--- src/rtl/video_fx_pkg.sv ---
`default_nettype none
// ============================================================================
// Module      : video_fx_pkg
// Description : Shared types and constants for the video effects Avalon-ST
//               adapter: config field layout, packet FSM encoding, pipeline
//               stage record and packet-type helper.
// Revision    : 1.0 - initial release
// ============================================================================
package video_fx_pkg;

    localparam int DATA_W = 16;
    localparam int BEAT_W = DATA_W + 2;   // {sop, eop, data}

    // Effect configuration layout, effect field in the MSBs
    localparam int CFG_SUBST_LSB    = 0;
    localparam int CFG_SUBST_W      = 16;
    localparam int CFG_KEYMASK_LSB  = 16;
    localparam int CFG_KEYMASK_W    = 16;
    localparam int CFG_KEY_LSB      = 32;
    localparam int CFG_KEY_W        = 16;
    localparam int CFG_QUANT_LSB    = 48;
    localparam int CFG_QUANT_W      = 2;
    localparam int CFG_DELRGB_LSB   = 50;
    localparam int CFG_DELRGB_W     = 2;
    localparam int CFG_EFFECT_LSB   = 52;
    localparam int CFG_EFFECT_W     = 5;
    localparam int CFG_W            = 57;

    localparam logic [3:0] PKT_TYPE_VIDEO = 4'h0;

    typedef enum logic [1:0] {
        WAIT_SOP = 2'd0,
        VIDEO    = 2'd1,
        CONTROL  = 2'd2
    } pkt_state_e;

    typedef struct packed {
        logic              valid;
        logic              sop;
        logic              eop;
        logic              bypass;
        logic [DATA_W-1:0] data;
    } stage_t;

    // Header beat carries the packet type in its low nibble
    function automatic logic is_video_type(input logic [DATA_W-1:0] hdr);
        return hdr[3:0] == PKT_TYPE_VIDEO;
    endfunction

endpackage
`default_nettype wire

--- src/rtl/video_effects_st_adapter_if.sv ---
`default_nettype none
// ============================================================================
// Module      : video_effects_st_adapter_if
// Description : One Avalon-ST link (data, sop, eop, valid, ready) carrying
//               RGB565 pixels or packet header beats.
// Revision    : 1.0 - initial release
// ============================================================================
interface video_effects_st_adapter_if;
    import video_fx_pkg::*;

    logic [DATA_W-1:0] data;
    logic              startofpacket;
    logic              endofpacket;
    logic              valid;
    logic              ready;

    modport master (
        output data, startofpacket, endofpacket, valid,
        input  ready
    );

    modport slave (
        input  data, startofpacket, endofpacket, valid,
        output ready
    );

endinterface
`default_nettype wire

--- src/rtl/video_st_fifo.sv ---
`default_nettype none
// ============================================================================
// Module      : video_st_fifo
// Description : Synchronous FIFO for {sop, eop, data} beats. DEPTH must be a
//               power of two so the pointers wrap naturally.
// Revision    : 1.0 - initial release
// ============================================================================
module video_st_fifo #(
    parameter int DEPTH = 4,
    parameter int WIDTH = 18
) (
    input  logic                     clk,
    input  logic                     reset,
    input  logic                     push,
    input  logic [WIDTH-1:0]         wr_data,
    input  logic                     pop,
    output logic [WIDTH-1:0]         rd_data,
    output logic [$clog2(DEPTH):0]   count,
    output logic                     empty,
    output logic                     full
);

    localparam int PTR_W = $clog2(DEPTH);

    logic [WIDTH-1:0] mem_q [DEPTH];
    logic [PTR_W-1:0] wr_ptr_q, wr_ptr_d;
    logic [PTR_W-1:0] rd_ptr_q, rd_ptr_d;
    logic [PTR_W:0]   count_q, count_d;
    logic             w_do_push;
    logic             w_do_pop;

    assign empty   = (count_q == '0);
    assign full    = (count_q == (PTR_W+1)'(DEPTH));
    assign count   = count_q;
    assign rd_data = mem_q[rd_ptr_q];

    // Pointer and occupancy update; simultaneous push/pop keeps the count
    always_comb begin
        w_do_push = push && !full;
        w_do_pop  = pop && !empty;
        wr_ptr_d  = wr_ptr_q;
        rd_ptr_d  = rd_ptr_q;
        count_d   = count_q;
        if (w_do_push) begin
            wr_ptr_d = wr_ptr_q + PTR_W'(1);
        end
        if (w_do_pop) begin
            rd_ptr_d = rd_ptr_q + PTR_W'(1);
        end
        case ({w_do_push, w_do_pop})
            2'b10:   count_d = count_q + (PTR_W+1)'(1);
            2'b01:   count_d = count_q - (PTR_W+1)'(1);
            default: count_d = count_q;
        endcase
    end

    // Control registers; a reset discards any buffered beats
    always_ff @(posedge clk) begin
        if (!reset) begin
            wr_ptr_q <= '0;
            rd_ptr_q <= '0;
            count_q  <= '0;
        end else begin
            wr_ptr_q <= wr_ptr_d;
            rd_ptr_q <= rd_ptr_d;
            count_q  <= count_d;
        end
    end

    // Storage array; contents are only meaningful behind the occupancy count
    always_ff @(posedge clk) begin
        if (w_do_push) begin
            mem_q[wr_ptr_q] <= wr_data;
        end
    end

endmodule
`default_nettype wire

--- src/rtl/video_effects_st_adapter.sv ---
`default_nettype none
// ============================================================================
// Module      : video_effects_st_adapter
// Description : Avalon-ST wrapper around the single-cycle video_effects stage.
//               Classifies packets, bypasses headers/control packets around
//               the effect, realigns sideband with the effect's registered
//               output, latches config per frame and buffers results with
//               credit-based backpressure.
// Revision    : 1.0 - initial release
// ============================================================================
module video_effects_st_adapter
    import video_fx_pkg::*;
#(
    parameter int FIFO_DEPTH = 4
) (
    input  logic                   clk,
    input  logic                   reset,
    video_effects_st_adapter_if.slave  sink,
    video_effects_st_adapter_if.master source,
    output logic [DATA_W-1:0]      fx_data_in,
    input  logic [DATA_W-1:0]      fx_data_out,
    input  logic [CFG_W-1:0]       cfg_in,
    output logic [CFG_W-1:0]       cfg_out,
    output logic [15:0]            dropped_beats
);

    localparam int CNT_W = $clog2(FIFO_DEPTH) + 1;
    localparam logic [CNT_W:0] c_credit_limit = (CNT_W+1)'(FIFO_DEPTH);

    pkt_state_e        state_q, state_d;
    stage_t            s1_q, s1_d;
    stage_t            s2_q, s2_d;
    logic [DATA_W-1:0] fx_data_in_q, fx_data_in_d;
    logic [CFG_W-1:0]  cfg_q, cfg_d;
    logic [15:0]       drop_q, drop_d;
    logic              ready_en_q, ready_en_d;

    logic              w_accept;
    logic              w_sink_ready;
    logic [CNT_W-1:0]  w_fifo_count;
    logic              w_fifo_empty;
    logic              w_fifo_full;
    logic [CNT_W:0]    w_credit_sum;
    logic [BEAT_W-1:0] w_fifo_wr_data;
    logic [BEAT_W-1:0] w_fifo_rd_data;
    logic              w_fifo_pop;

    // Every beat in S1, S2 or the FIFO holds one output slot, so the FIFO
    // can never be asked to take a beat it has no room for.
    assign w_credit_sum = {1'b0, w_fifo_count}
                        + {{CNT_W{1'b0}}, s1_q.valid}
                        + {{CNT_W{1'b0}}, s2_q.valid};
    assign w_sink_ready = ready_en_q && !w_fifo_full && (w_credit_sum < c_credit_limit);
    assign w_accept     = sink.valid && w_sink_ready;
    assign sink.ready   = w_sink_ready;

    assign fx_data_in    = fx_data_in_q;
    assign cfg_out       = cfg_q;
    assign dropped_beats = drop_q;

    // Packet classification, S1 load, config latch and drop counting
    always_comb begin
        state_d      = state_q;
        s1_d         = s1_q;
        s1_d.valid   = 1'b0;
        fx_data_in_d = fx_data_in_q;
        cfg_d        = cfg_q;
        drop_d       = drop_q;
        ready_en_d   = 1'b1;
        s2_d         = s1_q;

        if (w_accept) begin
            fx_data_in_d = sink.data;
            s1_d.data    = sink.data;
            s1_d.sop     = sink.startofpacket;
            s1_d.eop     = sink.endofpacket;

            if (sink.startofpacket) begin
                // A new sop always restarts classification, even mid-packet
                s1_d.valid  = 1'b1;
                s1_d.bypass = 1'b1;
                if (is_video_type(sink.data)) begin
                    cfg_d = cfg_in;
                end
                if (sink.endofpacket) begin
                    state_d = WAIT_SOP;
                end else if (is_video_type(sink.data)) begin
                    state_d = VIDEO;
                end else begin
                    state_d = CONTROL;
                end
            end else if (state_q == WAIT_SOP) begin
                // Orphan beat outside any packet: discard and count
                s1_d.valid = 1'b0;
                if (drop_q != 16'hFFFF) begin
                    drop_d = drop_q + 16'd1;
                end
            end else begin
                s1_d.valid  = 1'b1;
                s1_d.bypass = (state_q == CONTROL);
                if (sink.endofpacket) begin
                    state_d = WAIT_SOP;
                end
            end
        end
    end

    // Pipeline, FSM and configuration registers
    always_ff @(posedge clk) begin
        if (!reset) begin
            state_q      <= WAIT_SOP;
            s1_q         <= '0;
            s2_q         <= '0;
            fx_data_in_q <= '0;
            cfg_q        <= '0;
            drop_q       <= '0;
            ready_en_q   <= 1'b0;
        end else begin
            state_q      <= state_d;
            s1_q         <= s1_d;
            s2_q         <= s2_d;
            fx_data_in_q <= fx_data_in_d;
            cfg_q        <= cfg_d;
            drop_q       <= drop_d;
            ready_en_q   <= ready_en_d;
        end
    end

    // S2 lines up with the effect's registered output
    assign w_fifo_wr_data = {s2_q.sop, s2_q.eop, (s2_q.bypass ? s2_q.data : fx_data_out)};
    assign w_fifo_pop     = !w_fifo_empty && source.ready;

    video_st_fifo #(
        .DEPTH (FIFO_DEPTH),
        .WIDTH (BEAT_W)
    ) u_fifo (
        .clk     (clk),
        .reset   (reset),
        .push    (s2_q.valid),
        .wr_data (w_fifo_wr_data),
        .pop     (w_fifo_pop),
        .rd_data (w_fifo_rd_data),
        .count   (w_fifo_count),
        .empty   (w_fifo_empty),
        .full    (w_fifo_full)
    );

    assign source.valid         = !w_fifo_empty;
    assign source.startofpacket = w_fifo_rd_data[BEAT_W-1];
    assign source.endofpacket   = w_fifo_rd_data[BEAT_W-2];
    assign source.data          = w_fifo_rd_data[DATA_W-1:0];

endmodule
`default_nettype wire

--- src/flat_wrapper.sv ---
// flat-port wrapper written by rule: the top's interface ports become plain ports
module video_effects_st_adapter_flat import video_fx_pkg::*;
#(
    parameter int FIFO_DEPTH = 4
)
  (clk, reset, fx_data_in, fx_data_out, cfg_in, cfg_out, dropped_beats, sink_data, sink_startofpacket, sink_endofpacket, sink_valid, sink_ready, source_data, source_startofpacket, source_endofpacket, source_valid, source_ready);
  video_effects_st_adapter_if sink_i ();
  video_effects_st_adapter_if source_i ();
  input  logic clk;
  input  logic reset;
  output logic [DATA_W-1:0] fx_data_in;
  input  logic [DATA_W-1:0] fx_data_out;
  input  logic [CFG_W-1:0] cfg_in;
  output logic [CFG_W-1:0] cfg_out;
  output logic [15:0] dropped_beats;
  input wire logic [$bits(sink_i.data)-1:0] sink_data;
  input wire logic [$bits(sink_i.startofpacket)-1:0] sink_startofpacket;
  input wire logic [$bits(sink_i.endofpacket)-1:0] sink_endofpacket;
  input wire logic [$bits(sink_i.valid)-1:0] sink_valid;
  output wire logic [$bits(sink_i.ready)-1:0] sink_ready;
  output wire logic [$bits(source_i.data)-1:0] source_data;
  output wire logic [$bits(source_i.startofpacket)-1:0] source_startofpacket;
  output wire logic [$bits(source_i.endofpacket)-1:0] source_endofpacket;
  output wire logic [$bits(source_i.valid)-1:0] source_valid;
  input wire logic [$bits(source_i.ready)-1:0] source_ready;
  assign sink_i.data = sink_data;
  assign sink_i.startofpacket = sink_startofpacket;
  assign sink_i.endofpacket = sink_endofpacket;
  assign sink_i.valid = sink_valid;
  assign sink_ready = sink_i.ready;
  assign source_data = source_i.data;
  assign source_startofpacket = source_i.startofpacket;
  assign source_endofpacket = source_i.endofpacket;
  assign source_valid = source_i.valid;
  assign source_i.ready = source_ready;
  video_effects_st_adapter #(.FIFO_DEPTH(FIFO_DEPTH)) u_core (.clk(clk), .reset(reset), .sink(sink_i), .source(source_i), .fx_data_in(fx_data_in), .fx_data_out(fx_data_out), .cfg_in(cfg_in), .cfg_out(cfg_out), .dropped_beats(dropped_beats));
endmodule
--- config.mk ---
export PLATFORM = sky130hd
export DESIGN_NAME = video_effects_st_adapter_flat
export DESIGN_NICKNAME = d
export VERILOG_FILES = /design/src/rtl/video_fx_pkg.sv /design/src/rtl/video_effects_st_adapter_if.sv /design/src/rtl/video_st_fifo.sv /design/src/rtl/video_effects_st_adapter.sv /design/src/flat_wrapper.sv
export SDC_FILE = /design/constraint.sdc
export NUM_CORES = 1
export LEC_CHECK = 0
export CORE_AREA = 2 2 128 130
export CTS_CLUSTER_DIAMETER = 40
export DETAILED_ROUTE_END_ITERATION = 8
export DIE_AREA = 0 0 130 132
export HOLD_SLACK_MARGIN = 0.02
export PLACE_DENSITY_LB_ADDON = 0.25
export SYNTH_ARGS = -nofsm -noshare
export SYNTH_HDL_FRONTEND = slang
export SYNTH_SLANG_ARGS = --single-unit
--- constraint.sdc ---
create_clock -name clk -period 2.75 [get_ports clk]
set_input_delay 0.275 -clock clk [delete_from_list [all_inputs] [get_ports clk]]
set_output_delay 0.275 -clock clk [all_outputs]
set_load 0.03 [all_outputs]
==> results.txt, run 1 <==
By area the synthesized netlist is led by dfxtp_1 34%, edfxtp_1 29%, nand2_1 7.4%. The number of gates resized after cts came out at 0. The pin count of the biggest net entering global routing came out at 70. The post-synthesis cell type count came out at 40. The total power density per cell area is 578 mW/mm2. The die span in y is 132 um. The final hold violation count came to 0. The endpoint identified for the worst register-to-register timing path is u_core.dropped_beats[11]. For this design the top-level I/O count stands at 204. The combined global-route utilization of all metal layers is 20.3%.

The synthesized design contains 72 enable-type register cells. The post-detailed-route DRC marker count is 0. The count of inserted antenna diode cells came out at 0. The depth of the most critical reg-to-reg path is 6. The minimum setup slack among reg-to-reg paths came out at 0.47 ns. The maximum fanout along the worst path is 18. The worst hold path terminates at u_core.ready_en_q.

Measured along the x axis, the die boundary spans 130 um. The max-slew violation count is 0. The clock passes through at most 2 buffers. Summed over all failing endpoints, the final setup total negative slack is 0 ns. The final count of negative-setup-slack endpoints is 0.

The worst slew margin relative to its limit came out at 48.9%. The synthesized instance count came out at 667. The via count of the first global-routing pass is 5504. The number of rows created at floorplan came out at 46.

The critical path goes through buf_4, mux4_2, clkdlybuf4s50_1. The mean area per synthesized cell is 11.2 um2. Synthesis inferred 197 register bits. The total global routing overflow came out at 0. The number of buffers inserted by post-CTS setup repair is 0. The async set-reset flop share out of synthesis is 0%.

In this run, CTS created clock tree buffers numbering 17. In this run, placement finished with an instance count of 1045. The number of vias after detailed routing is 5448.

The largest incremental delay on the critical path came out at 0.61 ns. The part of the Yosys area used for sequential elements is 62.6%. The worst register-to-register path begins at u_core.u_fifo.count[0].

After clock tree synthesis, the flow added hold-fix buffers numbering 0. The leading cell type by number of instances after synthesis is nand2_1. The worst hold path begins at reset. Counting I/O delays and the setup requirement, the final critical path takes 2.53 ns. The effective utilization at floorplan came out at 47.4%. The sum of routed wire length over all layers came out at 16900 um. The tree is rooted in a clkbuf_16. The HPWL after detailed placement is 11500 um. The total power came out at 5.87 mW. Setup repair after global routing left no endpoint under its margin. The count of yosys warnings during synthesis is 0. The clock net sink count is 197. The number of buffers and inverters on the critical path is 2. VDD sags by at most 436 uV.

The area of the mapped netlist is 0.00745 mm2. The violation count after the first detailed-routing iteration came out at 241. At the end of the flow, the number of nets in the layout was 951. The floorplan step defined a die boundary enclosing 0.0172 mm2.

Of the post-synthesis cell area, the dominant cell type holds 33.6%. In this run the tool buffered the top-level ports with 203 buffer cells. The number of antenna violations at the first check in global routing was 0. The post-route fraction of the period consumed by the critical path is 91.9%. Timing would allow up to 396 MHz. The tightest hold margin is 0.273 ns.

The type of destination of the critical path is an output pin. The standard cell core area came out at 0.0157 mm2. The post-route core utilization came out at 64.6%. The worst setup path is launched from a flop.

For the final database, setup skew stands at 0.00875 ns. The CTS tree is yes. The kind of cell adding the most delay to the critical path is buffers and inverters.

The max-capacitance violation count came out at 0. Ranked by instance count, the synthesized netlist is headed by 147 x nand2_1, 125 x dfxtp_1, 72 x a21oi_1, 72 x edfxtp_1, 30 x inv_1. Counting instances, the worst hold path has a depth of 1. The routability congestion estimate is 0.814.

The ratio of cells with drive above 1 in the final layout is 9.99%. The biggest area contributor in the post-synthesis netlist is dfxtp_1. The flow ran to the end, and the final reports show no timing, DRC or antenna violations.

The actual transition at the worst max-transition pin came out at 0.765 ns. The total iterations of the first detailed-routing run came out at 4. In the synthesized netlist the dominant register cell turns out to be dfxtp_1.

The leakage power of the design came out at 3.54 nW. The via count normalized by instance count is 5.06. The area growth from synthesis to layout is 36.3%.

The residual antenna-violating net count after detailed routing is 0. At the later pin of the worst-skew pair, clock insertion delay measures 0.42 ns. The first global-routing pass estimated 27300 um of wire.

For this design, the slowest cell found on the critical path is clkdlybuf4s50_1. For the worst setup path, the data required time is 2.48 ns. After clock tree synthesis, the clock-pin slew on the worst setup and hold paths is 0.06 ns. The data arrival time at the worst-slack endpoint is 2.25 ns. The net count after synthesis is 770. The path type of the worst min-delay path is input pin to flop. The clock tree synthesis step divided the H-tree into 4 levels. The type of the setup path with the least slack is flop to output pin. The post-layout instance count excluding filler cells came out at 1077. After detailed routing, the average wire length per cell comes to 15.7 um.
## cells by family after synthesis
group / count (synthesis) / share of synthesized area (%)
buf+inv: 85 / 5.32
flops: 197 / 62.6
fa+ha+maj: 8 / 1.44
simple gates: 220 / 13.1
compound gates: 111 / 8.15
xor+xnor: 6 / 0.706
mux: 40 / 8.67
## placed cells by master (no fill, tap or decap), types with 2 or more instances in the layout
cell type	count
clkdlybuf4s50_1	201
nand2_1	147
dfxtp_1	125
a21oi_1	72
edfxtp_1	72
inv_1	29
o21ai_0	23
nand3_1	22
mux4_2	18
clkbuf_16	17
mux2_2	16
buf_4	13
nor2_1	10
o31ai_1	8
and2_1	7
or4_1	7
ha_1	7
nand4_1	6
mux2i_1	6
nand2b_1	5
and3_1	4
or3_1	3
xor2_1	3
xnor2_1	3
clkbuf_1	3
clkinv_4	3
nor4_1	2
inv_6	2
clkinvlp_4	2
clkinv_2	2
buf_12	2
## stage by stage
step	instance area, um2	worst slack [ns]
after global placement	9600	0.382
after floorplan	7450	0.655
after global routing	10200	0.0994
final	10200	0.222
after CTS	10200	0.175
after detailed placement	9600	0.321
## worst max path at each step
stage	startpoint	to	slack, ns	cells after the start
global route	flop	source_data[13]	0.1	3
global placement	sink_startofpacket	u_core.dropped_beats[15]	0.38	5
CTS	flop	source_data[13]	0.17	3
detailed placement	sink_startofpacket	u_core.dropped_beats[11]	0.32	5
floorplan	u_core.u_fifo.count[0]	u_core.u_fifo.count[2]	0.65	8
finish	flop	source_data[8]	0.22	3
## area by class of cell
cell class,count,area [um2]
Sequential cell,197,4660
Tap cell,216,270
Timing Repair Buffer,217,2150
Multi-Input combinational cell,385,2390
Clock buffer,22,458
Fill cell,1178,5560
Inverter,30,113
Clock inverter,10,98.8
## state kept, by name (all words and copies together), names as in the netlist, named ones only
signal                  cells
u_core.cfg_out             57
u_core.u_fifo.rd_ptr_q      2
u_core.u_fifo.wr_ptr_q      2
u_core.state_q              2
u_core.s2_q                20
u_core.u_fifo.mem_q        72
u_core.s1_q                20
u_core.u_fifo.count         3
u_core.ready_en_q           1
u_core.dropped_beats       16
## layer usage
metal	track usage [%]	up-vias	share of wire, %
met5	0	-	0
met4	7.23	0	1.9
met3	7.39	23	8.5
met2	34.3	191	50
met1	23.5	2578	40
li1	-	2656	-
## where the power goes
group	switching, mW	internal (mW)	total, mW
clock network	1.05	1.29	2.34
registers	0.0208	3.06	3.08
logic	0.212	0.239	0.451
total	1.28	4.59	5.87
(Power assumes the default switching activity.)
==> run 2: changes to the inputs <==
RECOVER_POWER = 50   (was unset)
==> run 2 against run 1 <==
- global-route usage unchanged
- sequential power is essentially flat
- worst setup slack improved by 0.0043 ns
- cell area decreased by 0.25%
- register-to-register slack is essentially flat
- largest cell class unchanged
==> results.txt, run 2 (same netlist as run 1, synthesis figures left out) <==
Outcome: complete, no violations (unchanged). The post-route fraction of the period consumed by the critical path came to 91.8% (was 91.9%). The post-detailed-route wirelength per cell is 15.7 um (about the same).

The placed wire-length estimate came to 11500 um (unchanged). The root cell of the clock tree is clkbuf_16 (unchanged). The standard cell core area came out at 0.0157 mm2 (unchanged). The depth of the CTS H-tree is 4 (unchanged). The via count normalized by instance count came out at 5.05 (was 5.06). The final hold violation count came out at 0 (unchanged). The worst ir drop on vdd came out at 435 uV (was 436 uV). The count of inserted antenna diode cells is 0 (unchanged).

The type of the setup path with the least slack is flop to output pin (unchanged). The number of vias after detailed routing came to 5438 (was 5448). The total iterations of the first detailed-routing run is 4 (unchanged). The number of ports placed on the die boundary came out at 204 (unchanged). The global-route wire length before repair came out at 27300 um (unchanged).

The launch point of the worst reg-to-reg path is u_core.u_fifo.count[0] (unchanged). The max-capacitance violation count is 0 (unchanged). The total placed instance area came out at 0.00960 mm2 (unchanged). The net total in the final layout is 951 (unchanged). The routability congestion estimate is 0.814 (unchanged). The area growth from synthesis to layout is 36.0% (was 36.3%).

The pin count of the biggest net entering global routing came to 70 (unchanged). The CTS tree is yes (unchanged). The clock net sink count came to 197 (unchanged). The leakage power of the design came to 3.81 nW (was 3.54 nW). The total negative setup slack came out at 0 ns (unchanged).

The ratio of cells with drive above 1 in the final layout was 7.55% (was 9.99%). Unrepaired setup endpoints after global routing: false (unchanged). The clock transition at the registers of the reported paths came to 0.07 ns (was 0.06 ns). The x dimension of the die came to 130 um (unchanged). The post-detailed-route DRC marker count is 0 (unchanged). The clock period minus worst slack came out at 2.52 ns (was 2.53 ns).

The die span in y is 132 um (unchanged). The total clock buffers created by CTS came out at 17 (unchanged). The design area was 0.0101 mm2 (was 0.0102 mm2). The largest clock skew in the final design is 0.00951 ns (was 0.00875 ns).

Most used cells in the layout excluding fill and tap cells: 147 x nand2_1, 125 x dfxtp_1, 118 x clkdlybuf4s50_1 (was 201 x clkdlybuf4s50_1, 147 x nand2_1, 125 x dfxtp_1). The number of buffers between clock root and the deepest sink came to 2 (unchanged). The sort of element at the start of the critical path is a flop (unchanged). The total global routing overflow is 0 (unchanged). The total power density per cell area is 577 mW/mm2 (was 578 mW/mm2). The register with the most flip-flops was u_core.u_fifo.mem_q (unchanged). The full die area came to 0.0172 mm2 (unchanged). The sum of routed wire length over all layers was 16900 um (about the same). The required time of the critical path is 2.48 ns (about the same). The data arrival time at the worst-slack endpoint came out at 2.25 ns (about the same). The effective utilization at floorplan came to 47.4% (unchanged). The launch point of the worst hold path is cfg_in[32] (was reset).

The total of hold buffers inserted after clock tree synthesis was 0 (unchanged). The maximum fanout along the worst path is 18 (unchanged). The path type of the worst min-delay path is input pin to flop (unchanged). The type of destination of the critical path is an output pin (unchanged).

The post-route core utilization was 64.5% (was 64.6%). The highest clock rate came out at 396 MHz (about the same). The number of buffers inserted by port buffering is 203 (unchanged).

The later-pin clock latency in the skew report came to 0.42 ns (about the same). The residual antenna-violating net count after detailed routing came out at 0 (unchanged). The number of gates resized after cts came out at 0 (unchanged). The via count of the first global-routing pass came out at 5504 (unchanged). The combined global-route utilization of all metal layers is 20.3% (unchanged). The number of rows created at floorplan came out at 46 (unchanged). The tightest hold margin was 0.395 ns (was 0.273 ns). The actual transition at the worst max-transition pin came out at 1.24 ns (was 0.765 ns).

The max-slew violation count came out at 0 (unchanged). The final count of negative-setup-slack endpoints came out at 0 (unchanged). The number of antenna violations at the first check in global routing came to 0 (unchanged). The violation count after the first detailed-routing iteration is 290 (was 241). The leading cell type in the layout, fill and taps excluded is nand2_1 (was clkdlybuf4s50_1). The minimum setup slack among reg-to-reg paths was 0.46 ns (was 0.47 ns). The worst slew margin relative to its limit is 17.6% (was 48.9%).

The number of flip-flops under the largest register name came out at 72 (unchanged). The number of buffers inserted by post-CTS setup repair is 0 (unchanged).
[run 2: through the flow]
step           setup slack, ns  cells  power (mW)
6_report                 0.226   1077        5.85
5_1_grt                 0.0994   1077        6.05
4_1_cts                  0.175   1077        5.93
3_5_place_dp             0.321   1045        3.60
3_3_place_gp             0.382   1045        3.58
2_1_floorplan            0.655    667        3.37
[run 2: path summary, 6_finish.rpt]
check | endpoint | depth (start not counted)
worst min-delay path | u_core.cfg_out[32] | 3
worst max register to register | u_core.dropped_beats[11] | 6
worst min register to register | u_core.s2_q[18] | 2
worst max-delay path | source_data[8] | 3
[run 2: metal layers]
metal	wire (um)	vias to the layer above	track usage [%]	share of wire, %
met1	6680	2575	23.5	40
met2	8450	181	34.3	50
li1	-	2660	-	-
met5	0	-	0	0
met3	1420	22	7.39	8.4
met4	316	0	7.23	1.9
[run 2: cell type report]
class	count	area (um2)
clock inverter	10	98.8
inverter	30	113
multi-input combinational	385	2390
sequential	197	4660
fill	1181	5580
tap	216	270
clock buffer	22	458
timing repair buffer	217	2130
[run 2: power by group]
part	switching [mW]	leakage [nW]	total (mW)	internal (mW)
combinational	0.211	1.89	0.436	0.225
sequential	0.0202	1.65	3.08	3.06
clock	1.04	0.268	2.33	1.29
[run 2: critical path, cell delays in order, from the launching register on]
cell,delay [ns]
dfxtp_1,0.31
buf_4,0.33
mux4_2,0.57
clkdlybuf4s50_1,0.61
